`config.mk`:
```
export PLATFORM = sky130hd
export DESIGN_NAME = param_stream_tx
export DESIGN_NICKNAME = d
export VERILOG_FILES = /design/src/rtl/param_stream_tx.sv
export SDC_FILE = /design/constraint.sdc
export NUM_CORES = 1
export LEC_CHECK = 0
export CAP_MARGIN = 20
export CORE_UTILIZATION = 30
export CTS_BUF_LIST = sky130_fd_sc_hd__clkbuf_8
export DETAILED_ROUTE_END_ITERATION = 10
export DONT_BUFFER_PORTS = 1
export GPL_TIMING_DRIVEN = 0
export SYNTH_ARGS = -nofsm -noshare
export SYNTH_HDL_FRONTEND = slang
export SYNTH_SLANG_ARGS = --single-unit
```
`constraint.sdc`:
```
create_clock -name clk -period 2.45 [get_ports clk]
set_clock_uncertainty 0.2 [all_clocks]
set_input_delay 0.735 -clock clk [delete_from_list [all_inputs] [get_ports clk]]
set_output_delay 0.735 -clock clk [all_outputs]
set_load 0.05 [all_outputs]
```
`src/rtl/param_stream_tx.sv`:
```
// param_stream_tx: takes parameter bytes over valid/ready and shifts them MSB-first, one acknowledged bit at a time,
// into the parameter memory. Optional acknowledge watchdog is enabled by defining PARAM_TX_TIMEOUT_EN.
module param_stream_tx #(
  parameter int NUM_BITS = 312,
  parameter int TIMEOUT  = 255
) (
  input  logic       clk,
  input  logic       reset,
  input  logic       start,
  input  logic [7:0] byte_in,
  input  logic       byte_valid,
  output logic       byte_ready,
  output logic       data_out,
  output logic       load_params,
  input  logic       data_written,
  input  logic       end_writing,
  output logic       busy,
  output logic       done,
  output logic       error,
  output logic [8:0] bit_count
);

  typedef enum logic [2:0] {
    IDLE      = 3'd0,
    LOAD      = 3'd1,
    WAIT_BYTE = 3'd2,
    SHIFT     = 3'd3,
    WAIT_END  = 3'd4,
    ERROR     = 3'd5
  } state_e;

  localparam logic [8:0] LAST_COUNT = 9'(NUM_BITS);

  // Reject configurations the 9-bit counter or 8-bit watchdog cannot represent.
  generate
    if (((NUM_BITS % 8) != 0) || (NUM_BITS < 8) || (NUM_BITS > 511) || (TIMEOUT < 1) || (TIMEOUT > 255)) begin : g_bad_cfg
      $error("param_stream_tx: unsupported NUM_BITS/TIMEOUT");
    end
  endgenerate

  state_e     state_q, state_d;
  logic [7:0] shreg_q, shreg_d;
  logic [2:0] bit_idx_q, bit_idx_d;
  logic [8:0] bit_count_q, bit_count_d;
  logic       data_out_q, data_out_d;
  logic       load_params_q, load_params_d;
  logic       byte_ready_q, byte_ready_d;
  logic       busy_q, busy_d;
  logic       done_q, done_d;
  logic       error_q, error_d;

  logic       accept_s;
  logic       ack_s;
  logic       final_s;
  logic       timeout_s;
  logic [8:0] count_inc_s;

  assign accept_s    = (state_q == WAIT_BYTE) && byte_valid && byte_ready_q;
  assign ack_s       = (state_q == SHIFT) && data_written;
  assign count_inc_s = (bit_count_q < LAST_COUNT) ? (bit_count_q + 9'd1) : bit_count_q;
  assign final_s     = ack_s && (count_inc_s == LAST_COUNT);

`ifdef PARAM_TX_TIMEOUT_EN
  localparam logic [8:0] TIMEOUT_LIMIT = 9'(TIMEOUT);

  logic [7:0] wdog_q, wdog_d;
  logic       waiting_s;

  assign waiting_s = ((state_q == SHIFT) && !data_written) || ((state_q == WAIT_END) && !end_writing);
  assign timeout_s = waiting_s && (({1'b0, wdog_q} + 9'd1) >= TIMEOUT_LIMIT);

  // Watchdog restarts on every acknowledge and whenever no acknowledge is awaited.
  always_comb begin
    wdog_d = 8'd0;
    if (waiting_s) begin
      wdog_d = wdog_q + 8'd1;
    end else begin
      wdog_d = 8'd0;
    end
  end

  always_ff @(posedge clk) begin
    if (reset) begin
      wdog_q <= 8'd0;
    end else begin
      wdog_q <= wdog_d;
    end
  end
`else
  assign timeout_s = 1'b0;
`endif

  // State, datapath and registered outputs.
  always_ff @(posedge clk) begin
    if (reset) begin
      state_q       <= IDLE;
      shreg_q       <= 8'd0;
      bit_idx_q     <= 3'd0;
      bit_count_q   <= 9'd0;
      data_out_q    <= 1'b0;
      load_params_q <= 1'b0;
      byte_ready_q  <= 1'b0;
      busy_q        <= 1'b0;
      done_q        <= 1'b0;
      error_q       <= 1'b0;
    end else begin
      state_q       <= state_d;
      shreg_q       <= shreg_d;
      bit_idx_q     <= bit_idx_d;
      bit_count_q   <= bit_count_d;
      data_out_q    <= data_out_d;
      load_params_q <= load_params_d;
      byte_ready_q  <= byte_ready_d;
      busy_q        <= busy_d;
      done_q        <= done_d;
      error_q       <= error_d;
    end
  end

  // Next-state logic; a final acknowledge wins over a simultaneous end_writing.
  always_comb begin
    state_d = state_q;
    done_d  = 1'b0;
    case (state_q)
      IDLE: begin
        if (start) state_d = LOAD;
        else       state_d = IDLE;
      end
      LOAD: begin
        if (end_writing || data_written) state_d = ERROR;
        else                             state_d = WAIT_BYTE;
      end
      WAIT_BYTE: begin
        if (end_writing || data_written) state_d = ERROR;
        else if (accept_s)               state_d = SHIFT;
        else                             state_d = WAIT_BYTE;
      end
      SHIFT: begin
        if (final_s)                          state_d = WAIT_END;
        else if (end_writing || timeout_s)    state_d = ERROR;
        else if (ack_s && (bit_idx_q == 3'd7)) state_d = WAIT_BYTE;
        else                                  state_d = SHIFT;
      end
      WAIT_END: begin
        if (data_written) begin
          state_d = ERROR;
        end else if (end_writing) begin
          state_d = IDLE;
          done_d  = 1'b1;
        end else if (timeout_s) begin
          state_d = ERROR;
        end else begin
          state_d = WAIT_END;
        end
      end
      ERROR: begin
        if (start) state_d = LOAD;
        else       state_d = ERROR;
      end
      default: state_d = IDLE;
    endcase
  end

  // Shift register and counters.
  always_comb begin
    shreg_d     = shreg_q;
    bit_idx_d   = bit_idx_q;
    bit_count_d = bit_count_q;
    if (((state_q == IDLE) || (state_q == ERROR)) && start) begin
      bit_count_d = 9'd0;
      bit_idx_d   = 3'd0;
    end else if (accept_s) begin
      shreg_d   = byte_in;
      bit_idx_d = 3'd0;
    end else if (ack_s) begin
      shreg_d     = {shreg_q[6:0], 1'b0};
      bit_idx_d   = bit_idx_q + 3'd1;
      bit_count_d = count_inc_s;
    end else begin
      shreg_d     = shreg_q;
      bit_idx_d   = bit_idx_q;
      bit_count_d = bit_count_q;
    end
  end

  // Outputs are decoded from the next state so they come straight off flops.
  always_comb begin
    load_params_d = (state_d == LOAD);
    byte_ready_d  = (state_d == WAIT_BYTE);
    busy_d        = (state_d == LOAD) || (state_d == WAIT_BYTE) ||
                    (state_d == SHIFT) || (state_d == WAIT_END);
    error_d       = (state_d == ERROR);
    if (state_d == SHIFT) begin
      data_out_d = shreg_d[7];
    end else if ((state_d == WAIT_BYTE) || (state_d == WAIT_END)) begin
      data_out_d = data_out_q;
    end else begin
      data_out_d = 1'b0;
    end
  end

  assign data_out    = data_out_q;
  assign load_params = load_params_q;
  assign byte_ready  = byte_ready_q;
  assign busy        = busy_q;
  assign done        = done_q;
  assign error       = error_q;
  assign bit_count   = bit_count_q;

endmodule

```
==> summary.md, run 1 <==
| Metric | Value |
|---|---|
| Failing checks | `design-rule violations` |
| Total Nets Final | `approximately 200` |
| Clock sinks | `29` |
| Post-synth cell types | `44` |
| Kind of critical path | `reg2reg` |
| Die Footprint | `5210 um2` |
| CTS Buffer Depth | `2` |
| Multi-input gate area | `between 800 and 900 um2` |
| Worst setup path start | `bit_count[6]` |
| Most frequent cells in the layout | `nor2_1 (23), dfxtp_1 (23), nand2_1 (17)` |
| Post-route minimum period | `2.267 ns` |
| CTS HTree Levels | `2` |
| Largest cells by area after synthesis | `dfxtp_1 (39%), nor2_1 (5.8%), a21oi_1 (5.4%)` |
| First-pass GRT wire length | `5526 um` |
| FP Rows | `25` |
| Cts bufs inserted | `5` |
| Area Overhead vs Synth | `14.31%` |
| Worst reg-to-reg setup slack | `approximately 0.18 ns` |
| Fillcell total | `507` |
| Power density over cell area | `between 600 and 700 nW/um2` |
| Yosys warns | `0` |
| CP max-delay cell | `dfxtp_1` |
| DR iter-0 viols | `between 70 and 80` |
| Final wirelength | `3255 um` |
| Startpoint Class | `flop` |
| Chip Height | `72.18 um` |
| Core Footprint | `4723 um2` |
| Setup violations, final | `0` |
| Max cap viols | `0` |
| Critical Path Sink Type | `flop` |
| Predominant post-synthesis flop cell | `dfxtp_1` |
| Maximum vdd drop | `0.0002771 V` |
| Hold endpoint | `shreg_q[5]` |
| Synth area leader | `dfxtp_1` |
| Post-CTS Setup Bufs | `0` |
| Antenna Nets Post-Route | `0` |
| Mapped Cells | `172` |
| Tcrit/Tclk final | `0.9251` |
| Die X-Extent | `around 72 um` |
| Number of global-route vias before repair | `1180` |
| Worst Tran Pin Value | `0.6268 ns` |
| Routability Congestion | `0.7820` |
| Storage cell area | `588.1 um2` |
| TritonCTS clock tree | `yes` |
| Hold path start | `shreg_q[5]` |
| Asr flop ratio synth | `0` |
| Post-CTS Hold Buffers | `0` |
| Worst Hold Path Cells | `2` |
| Sequential area share after synthesis | `0.3929` |
| DR WL/cell | `13.18 um` |
| # diodes | `0` |
| Critical Path RT | `2.41 ns` |
| Mapped Nets | `approximately 190` |
| All-layer global routing usage | `0.1356` |
| # DRC | `1` |
| Vias | `1203` |
| Clock root buffer | `clkbuf_8` |
| Final Max Tran Viols | `0` |
| Pin count of the biggest net entering global routing | `11` |
| GRT overflow | `0` |
| # IOs | `29` |
| Dpl ws | `-0.009732 ns` |
| R2R Path End | `error` |
| RSZ-0062 raised after global routing | `false` |
| Hold Vio Cnt, Final | `0` |
| Drt pass-1 iters | `9` |
| Fmax achieved | `441.2 MHz` |
| Port bufs | `0` |
| Avg Cell Area, Syn | `8.591 um2` |
| Worst Reg-to-Reg Cells | `6` |
| Starting Density | `0.3128` |
| Data arrival, critical path | `about 2.2 ns` |
| RR Startpoint | `bit_count[6]` |
| Slew headroom | `0.5816` |
| Post-synth EDFFs | `0` |
| Top-area cell type share of the netlist area | `0.3929` |
| Crit Path Max Fanout | `5` |
| Total power | `around 1.1 mW` |
| Slowest stage delay, CP | `approximately 0.51 ns` |
| Clock slew at reported path FFs | `roughly 0.070 ns` |
| Leak | `0.6295 nW` |
| Clk_lat worst skew | `0.28 ns` |
| Post-detail-place hpwl | `2346 um` |
| Status | `finished, violations left` |
| Via density | `4.870` |
| #FFs+latches synth | `29` |
| Final worst slack | `0.1835 ns` |
| Critical path, cell by cell | `a311o_1, and2_4, nand4b_4, a221oi_4, nor3_1, and2_1` |
| Share of cells above drive strength 1 | `0.1778` |
| Post-Syn Area | `1478 um2` |
| Initial antenna violation count | `0` |
| Min-Delay Path Class | `reg2reg` |
routing by layer:
layer	GRT usage	vias to the layer above	routed length [um]
met5	0	-	0
met4	0.03922	0	0
met3	0.05556	0	148
met2	0.2191	16	1602
met1	0.1654	574	1504
li1	-	613	-
kinds of logic (layout without fill, tap and decap cells):
group	count (synthesis)	after routing	share of synthesized area
DFF	29	29	0.3929
muxes	3	3	0.02032
and+or+nand+nor	70	70	0.2481
AOI/OAI and AO/OA	42	42	0.2032
xor gates and xnor gates	11	11	0.06520
buffers and inverters	14	22	0.04487
adders and majority gates	3	3	0.02540
state kept, by name, summed over array words and instances, names as in the netlist:
signal,count
bit_count,9
bit_idx_q,3
busy,1
byte_ready,1
data_out,1
done,1
error,1
load_params,1
shreg_q,8
state_q,3
area by class of cell:
class,count,area share
buffer,10,0.03037
clock buffer,6,0.04889
clock inverter,2,0.02222
inverter,4,0.008889
multi-input combinational,129,0.4919
sequential,29,0.3481
tap,67,0.04963
worst max-delay path: cells and delay by family (launching register included):
| kind | cells | cell delay [ns] |
|---|---|---|
| compound gates | 2 | 0.78 |
| flops | 1 | 0.51 |
| simple gates | 4 | 0.65 |
metrics by stage:
| step | utilization | area (um2) | hold WS, ns | instances | setup TNS [ns] |
|---|---|---|---|---|---|
| 2_1_floorplan | - | 1478 | 0.2326 | 172 | 0 |
| 3_3_place_gp | 0.3306 | 1562 | 0.2433 | 239 | 0 |
| 3_5_place_dp | 0.3306 | 1562 | 0.2497 | 239 | -0.01041 |
| 4_1_cts | 0.3563 | 1683 | 0.2590 | 247 | 0 |
| 5_1_grt | 0.3576 | 1689 | 0.2763 | 247 | 0 |
| 6_report | 0.3576 | 1689 | 0.2567 | 247 | 0 |
worst max path at each step:
stage	slack, ns	depth (start not counted)	endpoint
after floorplan	0.21	6	byte_ready
after global placement	0.02	7	error
after detailed placement	-0.01	7	error
after CTS	0.02	6	error
after global routing	0.03	7	error
final	0.18	6	error
what timing repair did:
action                     4_1_cts  5_1_grt
setup endpoints to repair        2        6
pin swaps                        0        0
gates cloned                     0        0
gates resized for setup          1        5
where the power goes:
group	switching, mW	total [mW]	leakage [nW]	internal (mW)
registers	0.0343	0.519	0.238	0.485
clock network	0.184	0.515	0.0574	0.330
logic	0.0615	0.101	0.334	0.0393
total	0.280	1.13	0.629	0.854
cell usage after synthesis (2+ instances only):
cell,instances
a21oi_1,16
nor2_2,2
xor2_1,4
nand2_1,17
nor2_1,23
nor2b_1,3
o21ai_0,4
nand2b_1,2
dfxtp_1,29
a22oi_1,8
ha_1,3
and2_1,3
xnor2_1,7
nor3_1,4
nand3_1,4
a31oi_1,4
buf_2,5
clkbuf_1,3
inv_1,4
mux2i_1,3
No activity file was read; power rests on OpenSTA's default activity.
==> run 2, diff against run 1 <==
--- a/config.mk
+++ b/config.mk
@@ -11,6 +11,7 @@
 export DETAILED_ROUTE_END_ITERATION = 10
 export DONT_BUFFER_PORTS = 1
 export GPL_TIMING_DRIVEN = 0
+export PLACE_DENSITY_LB_ADDON = 0.25
 export SYNTH_ARGS = -nofsm -noshare
 export SYNTH_HDL_FRONTEND = slang
 export SYNTH_SLANG_ARGS = --single-unit
==> constraint.sdc (replaced) <==
create_clock -name clk -period 2.45 [get_ports clk]
set_clock_uncertainty 0.2 [all_clocks]
set_input_delay 0.735 -clock clk [delete_from_list [all_inputs] [get_ports clk]]
set_output_delay 0.735 -clock clk [all_outputs]
set_load 0.005 [all_outputs]
==> run 2 against run 1 <==
  * The flow now finishes without violations
  * Die area unchanged
  * First-iteration DRC count up 40%
  * Cell count unchanged
  * Sequential share of layout area down 0.57 points
  * Register-to-register slack better by 0.13 ns
  * Critical path type unchanged
  * Largest power group is now clock
  * Count of clock-buffer cells in the layout down 1
  * Design area up 0.37%
  * Worst hold slack about the same
  * Core utilization up 0.13 points
  * Fmax up 6.2%
==> summary.md, run 2 (synthesized netlist as in run 1, its figures left out) <==
| Metric | Value |
|---|---|
| Dpl ws | `just under 0.09 ns` |
| Critical path, cell by cell | `buf_2, and4b_1, clkbuf_1, o2111ai_1, a221oi_4, or3_4, a21oi_1` |
| Port bufs | `0` |
| Slew headroom | `0.6527` |
| Routability Congestion | `0.7625` |
| # DRC | `0` |
| Hold Vio Cnt, Final | `0` |
| All-layer global routing usage | `0.1324` |
| Cts repair resizes | `0` |
| CP Depth | `7` |
| GRT overflow | `0` |
| Initial antenna violation count | `0` |
| Starting Density | `0.3128` |
| Area Overhead vs Synth | `14.73%` |
| Clock root buffer | `clkbuf_8` |
| Post-CTS Hold Buffers | `0` |
| Kind of critical path | `reg2reg` |
| Drt pass-1 iters | `4` |
| Switching pwr | `264.5 uW` |
| CTS Buffer Depth | `2` |
| Post-route minimum period | `2.134 ns` |
| Final worst slack | `0.3160 ns` |
| # diodes | `0` |
| Final core occ | `0.3589` |
| Startpoint Class | `flop` |
| Max cap viols | `0` |
| Crit Path Max Fanout | `10` |
| Post-Layout Cell Count | `about 250` |
| Slowest stage delay, CP | `0.33 ns` |
| Die X-Extent | `72.18 um` |
| Maximum vdd drop | `0.0002500 V` |
| Share of cells above drive strength 1 | `0.1444` |
| Die Footprint | `about 5200 um2` |
| DR WL/cell | `13.19 um` |
| Worst Reg-to-Reg Cells | `7` |
| # IOs | `29` |
| Final wirelength | `3257 um` |
| TritonCTS clock tree | `yes` |
| Vias | `1204` |
| Fillcell total | `476` |
| Critical Path Sink Type | `flop` |
| Most frequent cells in the layout | `dfxtp_1 (29), nor2_1 (23), nand2_1 (17)` |
| Clock slew at reported path FFs | `0.07 ns` |
| DR iter-0 viols | `between 100 and 150` |
| Post-detail-place hpwl | `around 2300 um` |
| RSZ-0062 raised after global routing | `false` |
| Core Footprint | `4723 um2` |
| Max reg flops | `9` |
| Placed Area | `1562 um2` |
| Chip Height | `72.18 um` |
| Fmax achieved | `468.6 MHz` |
| Switching part of the total | `0.2218` |
| Post-CTS Setup Bufs | `0` |
| Worst Tran Pin Value | `about 0.52 ns` |
| Int Power | `927.8 uW` |
| Clk_lat worst skew | `0.29 ns` |
| Via density | `4.874` |
| Data arrival, critical path | `approximately 2.1 ns` |
| CP delay by family, top | `compound AO/OA/AOI/OAI gates` |
| Critical Path RT | `2.40 ns` |
| Inst Count DP | `239` |
| CP max-delay cell | `a221oi_4` |
| Min-Delay Path Class | `reg2reg` |
| CTS HTree Levels | `2` |
| Critical path buffers and inverters | `2` |
| Antenna Nets Post-Route | `0` |
| Tcrit/Tclk final | `0.8710` |
| Total Nets Final | `196` |
| Setup violations, final | `0` |
| Cts bufs inserted | `5` |
| Post-route cell area | `between 1500 and 2000 um2` |
| First-pass GRT wire length | `5257 um` |
| Final Max Tran Viols | `0` |
| Fin Setup TNS | `0 ns` |
| Status | `complete, no violations` |
| Sequential power share | `0.412` |
| Commonest non-fill, non-tap cell in the layout | `dfxtp_1` |
| Clock sinks | `29` |
| FP Rows | `25` |
| Pin count of the biggest net entering global routing | `11` |
| Power density over cell area | `703.3 nW/um2` |
| Clock network power share | `0.503` |
| Number of global-route vias before repair | `between 1000 and 1500` |
| Leak | `0.6371 nW` |
| Worst Hold Path Cells | `2` |
| Gate power share | `0.085` |
==> run 2: changes by cell type in the layout (fill, tap and decap cells not counted), sizes merged <==
cell,previous run,this run
bufinv,1,2
clkbuf,9,8
clkinv,0,1
clkinvlp,1,0
==> run 2: metrics by stage <==
step | hold slack (ns) | total power [mW]
after detailed placement | 0.2513 | 0.6029
after floorplan | 0.2326 | 0.5810
final | 0.2566 | 1.192
after CTS | 0.2610 | 1.205
after global routing | 0.2764 | 1.239
after global placement | 0.2458 | 0.6026
==> run 2: final cells by class <==
class | count | area, um2 | area share
Inverter | 4 | 15.01 | 0.008856
Buffer | 10 | 51.30 | 0.03026
Clock buffer | 5 | 68.82 | 0.04059
Multi-Input combinational cell | 129 | 830.8 | 0.4900
Tap cell | 67 | 83.83 | 0.04945
Sequential cell | 29 | 580.6 | 0.3424
Clock inverter | 3 | 65.06 | 0.03838
==> run 2: worst min-delay path: cells and delay by family, from the launching register on <==
| family | cells | cell delay [ns] |
|---|---|---|
| flops | 1 | 0.31 |
| simple gates | 1 | 0.05 |
| compound gates | 1 | 0.05 |
==> run 2: power by group through the flow <==
stage / sequential [mW] / combinational, mW / clock, mW
floorplan: 0.501 / 0.0805 / 0
global placement: 0.502 / 0.100 / 0
detailed placement: 0.503 / 0.100 / 0
CTS: 0.492 / 0.101 / 0.612
global route: 0.493 / 0.114 / 0.632
finish: 0.492 / 0.101 / 0.600
==> run 2: per-layer routing <==
layer,share of wire,GRT usage
met1,0.47,0.1604
met5,0,0
met2,0.48,0.2108
met3,0.040,0.05139
met4,0.016,0.05229
==> run 2: worst paths after layout <==
path	from	to	slack, ns
hold reg to reg	shreg_q[1]	shreg_q[1]	0.26
hold / removal	shreg_q[1]	shreg_q[1]	0.26
setup reg to reg	state_q[1]	state_q[1]	0.32
setup / recovery	state_q[1]	state_q[1]	0.32
==> run 3, diff against run 2 <==
--- a/config.mk
+++ b/config.mk
@@ -5,13 +5,14 @@
 export SDC_FILE = /design/constraint.sdc
 export NUM_CORES = 1
 export LEC_CHECK = 0
+export ABC_AREA = 0
 export CAP_MARGIN = 20
 export CORE_UTILIZATION = 30
 export CTS_BUF_LIST = sky130_fd_sc_hd__clkbuf_8
 export DETAILED_ROUTE_END_ITERATION = 10
 export DONT_BUFFER_PORTS = 1
 export GPL_TIMING_DRIVEN = 0
-export PLACE_DENSITY_LB_ADDON = 0.25
+export PLACE_DENSITY = 0.44
 export SYNTH_ARGS = -nofsm -noshare
 export SYNTH_HDL_FRONTEND = slang
 export SYNTH_SLANG_ARGS = --single-unit
==> constraint.sdc (replaced) <==
create_clock -name clk -period 2.8 [get_ports clk]
set_clock_uncertainty 0.2 [all_clocks]
set_input_delay 0.84 -clock clk [delete_from_list [all_inputs] [get_ports clk]]
set_output_delay 0.84 -clock clk [all_outputs]
set_load 0.005 [all_outputs]
==> run 3 against run 2 <==
  * Worst setup slack gained 0.31 ns
  * Via count up 2.9%
  * Combinational power shrank 13%
  * Largest cell class unchanged
  * First-iteration DRC count is 21% higher
  * Core utilization is 1.0 points lower
  * Cell count decreased by 0.40%
  * Critical path type is now in2reg
  * Die area did not move
  * Count of clock-buffer cells in the layout up 1
  * Clock power shrank 43%
  * Critical endpoint is now error
  * Sequential cell count is the same
==> summary.md, run 3 (synthesized netlist as in run 1, its figures left out) <==
| Metric | Value |
|---|---|
| Final worst slack | `0.6249 ns` |
| Die Footprint | `about 5200 um2` |
| Critical Path RT | `2.77 ns` |
| CTS HTree Levels | `2` |
| Switching part of the total | `0.2451` |
| CTS Buffer Depth | `2` |
| Worst Hold Path Cells | `2` |
| DR iter-0 viols | `122` |
| # IOs | `29` |
| Post-CTS Setup Bufs | `0` |
| RSZ-0062 raised after global routing | `false` |
| Via density | `5.037` |
| Post-CTS Hold Buffers | `0` |
| Final Max Tran Viols | `0` |
| DR WL/cell | `roughly 14 um` |
| Pin count of the biggest net entering global routing | `11` |
| Starting Density | `0.3128` |
| Cts bufs inserted | `5` |
| Worst Reg-to-Reg Cells | `7` |
| Total Nets Final | `196` |
| Most frequent cells in the layout | `dfxtp_1 (29), nor2_1 (23), nand2_1 (17)` |
| Drt pass-1 iters | `4` |
| Total power | `860.5 uW` |
| Maximum vdd drop | `0.0002253 V` |
| Inst Count DP | `239` |
| Fin Setup TNS | `0 ns` |
| Hold Vio Cnt, Final | `0` |
| Clock sinks | `29` |
| Gate power share | `0.102` |
| Worst Tran Pin Value | `~0.53 ns` |
| Vias | `about 1200` |
| Area Overhead vs Synth | `11.52%` |
| Post-route minimum period | `2.175 ns` |
| Chip Height | `72.18 um` |
| Max cap viols | `0` |
| Core Footprint | `4723 um2` |
| Worst setup path start | `data_written` |
| Clock network power share | `0.398` |
| Clk_lat worst skew | `approximately 0.28 ns` |
| Multi-input gate area | `roughly 830 um2` |
| Slew headroom | `0.6476` |
| # diodes | `0` |
| # DRC | `0` |
| TritonCTS clock tree | `yes` |
| Storage cell area | `580.6 um2` |
| Clock slew at reported path FFs | `0.06 ns` |
| Fmax achieved | `459.7 MHz` |
| Initial antenna violation count | `0` |
| FP Rows | `25` |
| All-layer global routing usage | `0.1481` |
| Status | `complete, no violations` |
| Setup violations, final | `0` |
| GRT overflow | `0` |
| Data arrival, critical path | `2.15 ns` |
| Crit Path Max Fanout | `6` |
| Leak | `0.6174 nW` |
| Dpl ws | `around 0.33 ns` |
| Antenna Nets Post-Route | `0` |
| Kind of critical path | `in2reg` |
| Share of cells above drive strength 1 | `0.1341` |
| Switching pwr | `210.9 uW` |
| Routability Congestion | `roughly 0.87` |
| Tcrit/Tclk final | `0.7768` |
| Final wirelength | `about 3400 um` |
| Die X-Extent | `72.18 um` |
| Port bufs | `0` |
| Post-Layout Cell Count | `~250` |
| Int Power | `649.6 uW` |
| Sequential power share | `0.500` |
| Cts repair resizes | `0` |
| Post-detail-place hpwl | `2487 um` |
| Number of global-route vias before repair | `approximately 1200` |
| Commonest non-fill, non-tap cell in the layout | `dfxtp_1` |
| RR Startpoint | `state_q[1]` |
| Fillcell total | `roughly 500` |
| Power density over cell area | `522.2 nW/um2` |
| Hold path start | `shreg_q[4]` |
| Max reg flops | `9` |
| Startpoint Class | `input port` |
| Clock root buffer | `clkbuf_8` |
| First-pass GRT wire length | `5775 um` |
| Hold WS | `between 0.2 and 0.3 ns` |
| Critical Path Sink Type | `flop` |
| Min-Delay Path Class | `reg2reg` |
[run 3: final timing paths]
| path | endpoint | slack [ns] |
|---|---|---|
| worst min register to register | shreg_q[4] | 0.26 |
| worst max register to register | error | 0.64 |
| worst min-delay path | shreg_q[4] | 0.26 |
| worst max-delay path | error | 0.62 |
[run 3: metrics by stage]
| stage | util | area, um2 |
|---|---|---|
| finish | 0.3489 | 1648 |
| global route | 0.3489 | 1648 |
| CTS | 0.3489 | 1648 |
| detailed placement | 0.3306 | 1562 |
| global placement | 0.3306 | 1562 |
| floorplan | - | 1478 |
[run 3: worst max-delay path: stages]
cell,delay (ns)
and4b_1,0.17
clkbuf_1,0.26
o2111ai_1,0.24
a221oi_4,0.35
nor3_1,0.14
and2_1,0.16
[run 3: power groups by stage]
stage / Sequential, mW / Clock, mW / Combinational (mW)
after floorplan: 0.438 / 0 / 0.0705
after global placement: 0.439 / 0 / 0.0862
after detailed placement: 0.440 / 0 / 0.0863
after CTS: 0.431 / 0.356 / 0.0871
after global routing: 0.431 / 0.376 / 0.0976
final: 0.431 / 0.342 / 0.0877
[run 3: cell type report]
cell class                 count  share of cell area
inverter                       4            0.009112
multi-input combinational    129              0.5042
clock buffer                   6             0.05011
tap                           67             0.05087
clock inverter                 1            0.002278
sequential                    29              0.3523
buffer                        10             0.03113
[run 3: per-layer routing]
metal | part of all wire | global-route usage
met1 | 0.48 | 0.1936
met2 | 0.44 | 0.2160
met3 | 0.059 | 0.04861
met4 | 0.022 | 0.07843
met5 | 0 | 0
